## config.mk

```make
export PLATFORM = sky130hd
export DESIGN_NAME = lsu
export DESIGN_NICKNAME = d
export VERILOG_FILES = /design/src/rtl/lsu_pkg.sv /design/src/rtl/lsu_align.sv /design/src/rtl/lsu.sv
export SDC_FILE = /design/constraint.sdc
export NUM_CORES = 1
export LEC_CHECK = 0
export BUFFER_PORTS_ARGS = -buffer_cell sky130_fd_sc_hd__buf_2
export CORE_AREA = 2 2 135 150
export CTS_BUF_LIST = sky130_fd_sc_hd__clkbuf_8
export DETAILED_ROUTE_END_ITERATION = 12
export DIE_AREA = 0 0 137 152
export PLACE_DENSITY = 0.79
export REMOVE_ABC_BUFFERS = 1
export SLEW_MARGIN = 20
export SYNTH_ARGS = -nofsm -noshare
export SYNTH_HDL_FRONTEND = slang
export SYNTH_SLANG_ARGS = --single-unit
```

## constraint.sdc

```tcl
create_clock -name clk -period 2.73 [get_ports clk]
set_input_delay 0.4095 -clock clk [delete_from_list [all_inputs] [get_ports clk]]
set_output_delay 0.4095 -clock clk [all_outputs]
set_load 0.1 [all_outputs]
```

## src/rtl/lsu_pkg.sv

```systemverilog
// lsu_pkg: funct3 encodings, exception cause codes and FSM state type shared by the LSU files
package lsu_pkg;
   localparam logic [2:0] F3_B  = 3'b000;
   localparam logic [2:0] F3_H  = 3'b001;
   localparam logic [2:0] F3_W  = 3'b010;
   localparam logic [2:0] F3_BU = 3'b100;
   localparam logic [2:0] F3_HU = 3'b101;
   localparam logic [3:0] C_ILL = 4'd2;
   localparam logic [3:0] C_LMA = 4'd4;
   localparam logic [3:0] C_LAF = 4'd5;
   localparam logic [3:0] C_SMA = 4'd6;
   localparam logic [3:0] C_SAF = 4'd7;
   typedef enum logic [2:0] {S_IDLE, S_REQ, S_WAIT, S_DONE, S_EXC} state_t;
endpackage

```

## src/rtl/lsu_align.sv

```systemverilog
// lsu_align: byte-lane steering, misalign/illegal detection and load extraction (combinational)
//   is_store/funct3/off : access kind and byte offset addr[1:0]
//   wdata -> wdata_out  : lane-replicated store data;  be : byte enables
//   rdata -> ldata      : sign/zero-extended load result
module lsu_align
   import lsu_pkg::*;
(
   input  logic        is_store,
   input  logic [2:0]  funct3,
   input  logic [1:0]  off,
   input  logic [31:0] wdata,
   input  logic [31:0] rdata,
   output logic [3:0]  be,
   output logic [31:0] wdata_out,
   output logic [31:0] ldata,
   output logic        misalign,
   output logic        illegal
);
   logic [1:0]  size;
   logic [15:0] x;
   assign size      = funct3[1:0];
   assign illegal   = is_store ? funct3 > F3_W : (funct3 == 3'b011 || funct3[2:1] == 2'b11);
   assign misalign  = (size == 2'b01 && off[0]) || (size == 2'b10 && off != 2'b00);
   assign be        = (!is_store || size == 2'b10) ? 4'b1111 :
                      size == 2'b01 ? (off[1] ? 4'b1100 : 4'b0011) : 4'b0001 << off;
   assign wdata_out = size == 2'b00 ? {4{wdata[7:0]}} : size == 2'b01 ? {2{wdata[15:0]}} : wdata;
   assign x         = 16'(rdata >> {off, 3'b000});
   assign ldata     = funct3 == F3_B  ? {{24{x[7]}}, x[7:0]} :
                      funct3 == F3_BU ? {24'd0, x[7:0]} :
                      funct3 == F3_H  ? {{16{x[15]}}, x} :
                      funct3 == F3_HU ? {16'd0, x} : rdata;
endmodule

```

## src/rtl/lsu.sv

```systemverilog
// lsu: multi-cycle load/store unit between execute and writeback
//   req_*  : request from execute (accepted when req_valid && req_ready)
//   resp_* : one-cycle completion pulse towards writeback
//   exc_*  : one-cycle exception pulse (illegal funct3, misaligned, bus timeout)
//   bus_*  : word-aligned req/gnt/rvalid data bus with byte enables
module lsu
   import lsu_pkg::*;
#(
   parameter int unsigned TIMEOUT = 255
) (
   input  logic        clk,
   input  logic        rst,
   input  logic        req_valid,
   output logic        req_ready,
   input  logic        req_is_store,
   input  logic [2:0]  req_funct3,
   input  logic [31:0] req_addr,
   input  logic [31:0] req_wdata,
   input  logic [4:0]  req_rd,
   output logic        resp_valid,
   output logic        resp_we,
   output logic [4:0]  resp_rd,
   output logic [31:0] resp_data,
   output logic        exc_valid,
   output logic [3:0]  exc_cause,
   output logic [31:0] exc_addr,
   output logic        busy,
   output logic        bus_req,
   output logic        bus_we,
   output logic [31:0] bus_addr,
   output logic [3:0]  bus_be,
   output logic [31:0] bus_wdata,
   input  logic        bus_gnt,
   input  logic        bus_rvalid,
   input  logic [31:0] bus_rdata
);
   state_t      state, state_n;
   logic        is_store_q, accept, to, misalign, illegal;
   logic [2:0]  f3_q;
   logic [31:0] addr_q, rdata_q, wd, ldata;
   logic [4:0]  rd_q;
   logic [7:0]  cnt;
   logic [3:0]  be, cause_n;
   // req_ready is only ever high in IDLE, so this is the IDLE-accept condition
   assign accept = req_valid && req_ready;
   // in IDLE the aligner judges the incoming request; afterwards it extracts from the latched access
   lsu_align u_align (
      .is_store  (state == S_IDLE ? req_is_store : is_store_q),
      .funct3    (state == S_IDLE ? req_funct3 : f3_q),
      .off       (state == S_IDLE ? req_addr[1:0] : addr_q[1:0]),
      .wdata     (req_wdata),
      .rdata     (rdata_q),
      .be        (be),
      .wdata_out (wd),
      .ldata     (ldata),
      .misalign  (misalign),
      .illegal   (illegal)
   );
   always_comb begin
      state_n = state;
      to      = ({1'b0, cnt} + 9'd1) >= 9'(TIMEOUT);
      cause_n = state == S_IDLE ? (illegal ? C_ILL : req_is_store ? C_SMA : C_LMA) :
                is_store_q ? C_SAF : C_LAF;
      unique case (state)
         S_IDLE:  state_n = accept ? ((illegal || misalign) ? S_EXC : S_REQ) : S_IDLE;
         S_REQ:   state_n = (bus_gnt && bus_rvalid) ? S_DONE : to ? S_EXC : bus_gnt ? S_WAIT : S_REQ;
         S_WAIT:  state_n = bus_rvalid ? S_DONE : to ? S_EXC : S_WAIT;
         default: state_n = S_IDLE;
      endcase
   end
   always_ff @(posedge clk) begin
      if (rst) begin
         state      <= S_IDLE;
         cnt        <= 8'd0;
         is_store_q <= 1'b0;
         f3_q       <= 3'd0;
         addr_q     <= 32'd0;
         rdata_q    <= 32'd0;
         rd_q       <= 5'd0;
         req_ready  <= 1'b1;
         resp_valid <= 1'b0;
         resp_we    <= 1'b0;
         resp_rd    <= 5'd0;
         resp_data  <= 32'd0;
         exc_valid  <= 1'b0;
         exc_cause  <= 4'd0;
         exc_addr   <= 32'd0;
         busy       <= 1'b0;
         bus_req    <= 1'b0;
         bus_we     <= 1'b0;
         bus_addr   <= 32'd0;
         bus_be     <= 4'd0;
         bus_wdata  <= 32'd0;
      end else begin
         state      <= state_n;
         cnt        <= (state == S_REQ || state == S_WAIT) ? cnt + 8'd1 : 8'd0;
         // stays low for the IDLE cycle after DONE/EXC, giving the 4-cycle turnaround
         req_ready  <= state == S_IDLE && state_n == S_IDLE;
         busy       <= state_n != S_IDLE;
         bus_req    <= state_n == S_REQ;
         resp_valid <= state == S_DONE;
         resp_we    <= state == S_DONE && !is_store_q && rd_q != 5'd0;
         exc_valid  <= state_n == S_EXC;
         if (accept) begin
            is_store_q <= req_is_store;
            f3_q       <= req_funct3;
            addr_q     <= req_addr;
            rd_q       <= req_rd;
            bus_we     <= req_is_store;
            bus_addr   <= {req_addr[31:2], 2'b00};
            bus_be     <= be;
            bus_wdata  <= wd;
         end
         if (bus_rvalid && (state == S_WAIT || (state == S_REQ && bus_gnt)))
            rdata_q <= bus_rdata;
         if (state == S_DONE) begin
            resp_rd   <= rd_q;
            resp_data <= is_store_q ? 32'd0 : ldata;
         end
         if (state_n == S_EXC) begin
            exc_cause <= cause_n;
            exc_addr  <= state == S_IDLE ? req_addr : addr_q;
         end
      end
   end
endmodule

```

==> flow_metrics.env <==
export IMPL_crit_cells=7
export IMPL_gp_congestion=0.928
export IMPL_slew_viol_final=0
export IMPL_nNetsFinal=1402
export IMPL_cp_end_kind="flop"
export IMPL_rows=54
export IMPL_slew_headroom=0.528
export IMPL_post_cts_buffers=0
export IMPL_routed_wl_um=24500
export IMPL_dp_hpwl_um=17300
export IMPL_synth_top_area_cell="dfxtp_1"
export IMPL_cts_resized_gates=0
export IMPL_dieArea_um2=20800
export IMPL_crit_start="state[0]"
export IMPL_cap_violations=0
export IMPL_r2r_start="state[0]"
export IMPL_total_power_mw=7.58
export IMPL_multi_input_area_um2=3980
export IMPL_crit_path_start_kind="flop"
export IMPL_ys_seq_elements=198
export IMPL_cts_buffers=17
export IMPL_die_height_um=152
export IMPL_setup_viol=0
export IMPL_num_vias=8241
export IMPL_wl_per_cell_um=15.8
export IMPL_ys_flop_type="dfxtp_1"
export IMPL_yosysTopAreaCellShare=0.464
export IMPL_ff2ff_path_depth=7
export IMPL_grt_overflow_total=0
export IMPL_yosysMostFrequentCell="nand2_1"
export IMPL_p_per_area_nw_per_um2=746
export IMPL_clock_sinks=198
export IMPL_path_delay_family="simple AND/OR/NAND/NOR gates"
export IMPL_dr_first_iter_drc_count=563
export IMPL_grt_max_degree=113
export IMPL_yosys_top_cells_count="nand2_1 (330), dfxtp_1 (198), a21oi_1 (130)"
export IMPL_status="complete, no violations"
export IMPL_worstPathRequired_ns=3.09
export IMPL_timing_hold_violations_final=0
export IMPL_avgSynthCellArea_um2=7.73
export IMPL_die_w_um=137
export IMPL_cts_tree="built"
export IMPL_ir_drop_v=0.000440
export IMPL_synth_seq_area_share=0.464
export IMPL_cts_max_level=4
export IMPL_fin_skew_ns=0.0173
export IMPL_grt_usage=0.230
export IMPL_timing_final_crit_share=0.935
export IMPL_hp_class="primary input to flop"
export IMPL_cts_hold_buf=0
export IMPL_synthTopCellsByArea="dfxtp_1 (46%), nand2_1 (15%), a21oi_1 (7.6%), nor2_1 (4.7%), a311oi_1 (4.7%)"
export IMPL_grt_antenna_before_repair=3
export IMPL_start_util=0.439
export IMPL_remaining_drc_errors=0
export IMPL_whs_ns=0.160
export IMPL_viasPerCell=5.30
export IMPL_clkTransAtPathRegs_ns=0.11
export IMPL_firstDrtPassIters=5
export IMPL_crit_end="exc_addr[8]"
export IMPL_insertion_delay_ns=0.47
export IMPL_critPathKind="flop to flop"
export IMPL_critPathMaxFanout=35
export IMPL_clk_path_buf_depth=2
export IMPL_slowest_delay_ns=0.43
export IMPL_regArea_um2=3960
export IMPL_worst_slew_pin_slew_ns=0.700
export IMPL_hold_depth=3
export IMPL_synth_cell_type_count=50
export IMPL_layout_drive_gt1_share=0.260
export IMPL_grt_pass1_wl_um=38400
export IMPL_r2r_setup_slack_ns=0.18
export IMPL_areaGrowthSynthToFinish_pct=19.0
export IMPL_io_pins=258
export IMPL_r2r_end="exc_addr[8]"
export IMPL_n_fill_cell=1847
export IMPL_leakage_nw=4.40
export IMPL_async_flop_share=0
export IMPL_synth_edf_count=0
export IMPL_grt_pass1_vias=7306
export IMPL_critPathArrivalTime_ns=2.91
export IMPL_finalWorstPathRequiredPeriod_ns=2.55
export IMPL_path_buf_inv=2
export IMPL_synth_warnings=0
export IMPL_crit_slowest_cell="nor3_4"
export IMPL_postRouteAntennaNets=0
export IMPL_syn_cell_area_um2=8540
export IMPL_clockRootBuffer="clkbuf_8"
export IMPL_cp_cell_sequence="nor3_4 > buf_4 > and3_1 > a41o_2 > buf_12 > nor2_1 > a311oi_1"
export IMPL_io_buffer_count=254
export IMPL_core_um2=19500
export IMPL_rsz0062_at_grt="no"
export IMPL_max_freq_ghz=0.392
export IMPL_netlist_instances=1105
[logic make-up after synthesis]
| logic type | synth area share |
|---|---|
| AOI/OAI and AO/OA | 0.196 |
| other | 0.000439 |
| buffers and inverters | 0.0746 |
| and+or+nand+nor | 0.227 |
| muxes | 0.0280 |
| adders and majority gates | 0.00293 |
| DFF | 0.464 |
| xor gates and xnor gates | 0.00718 |
[per-layer routing]
metal	part of all wire	track usage
met5	0.0012	0
met4	0.018	0.0663
met3	0.093	0.0671
met2	0.47	0.375
met1	0.41	0.293
[metrics by stage]
step	TNS [ns]	cells	instance area, um2	setup WS (ns)	utilization
2_1_floorplan	-132.49	991	7950	-1.82	-
3_3_place_gp	0	1523	9810	0.331	0.504
3_5_place_dp	0	1523	9810	0.207	0.504
4_1_cts	0	1553	10200	0.189	0.522
5_1_grt	0	1553	10200	0.0130	0.522
6_report	0	1554	10200	0.178	0.522
[cell type report]
class / instances / area share
Sequential cell: 198 / 0.390
Tap cell: 252 / 0.0310
Inverter: 11 / 0.00406
Antenna cell: 1 / 0.000246
Timing Repair Buffer: 280 / 0.148
Clock buffer: 17 / 0.0230
Multi-Input combinational cell: 782 / 0.392
Clock inverter: 13 / 0.0117
[cells in the final DEF (no fill, tap or decap), drive strengths merged, types with 4 or more instances in the layout]
master	Yosys	routed
clkbuf	57	17
a21oi	130	130
a311oi	46	46
a31oi	9	9
nor3	7	7
mux2i	19	19
clkinv	0	6
nor2	108	108
o221ai	10	10
inv	11	18
a211oi	14	14
and3	5	5
xor2	4	4
dfxtp	198	198
o22ai	9	9
buf	59	280
nand2	330	330
nand3	16	16
mux2	4	4
o21ai	32	32
[power by group]
part / switching [mW] / total, mW / internal, mW
Combinational: 2.06 / 2.59 / 0.529
Clock: 1.12 / 1.77 / 0.656
Sequential: 0.127 / 3.21 / 3.09
[how the worst min path moves through the flow]
stage / from / to / slack, ns
3_5_place_dp: resp_data[1] / resp_data[1] / 0.43
4_1_cts: bus_rdata[13] / rdata_q[13] / 0.13
2_1_floorplan: rdata_q[0] / rdata_q[0] / 0.43
3_3_place_gp: resp_data[31] / resp_data[31] / 0.43
5_1_grt: bus_rdata[1] / rdata_q[1] / 0.13
6_report: bus_rdata[10] / rdata_q[10] / 0.16
[registers in the layout (all words and copies together), names as in the netlist]
register / flops
busy: 1
resp_valid: 1
f3_q: 3
exc_addr: 32
exc_valid: 1
bus_wdata: 32
req_ready: 1
cnt: 8
resp_rd: 5
is_store_q: 1
bus_req: 1
exc_cause: 3
resp_data: 32
addr_q: 32
state: 3
rdata_q: 32
resp_we: 1
rd_q: 5
bus_be: 4
[tightest hold or removal path, stage by stage]
cell,delay (ns)
buf_2,0.09
nand2_1,0.04
a21oi_1,0.05
(Power assumes the default switching activity.)
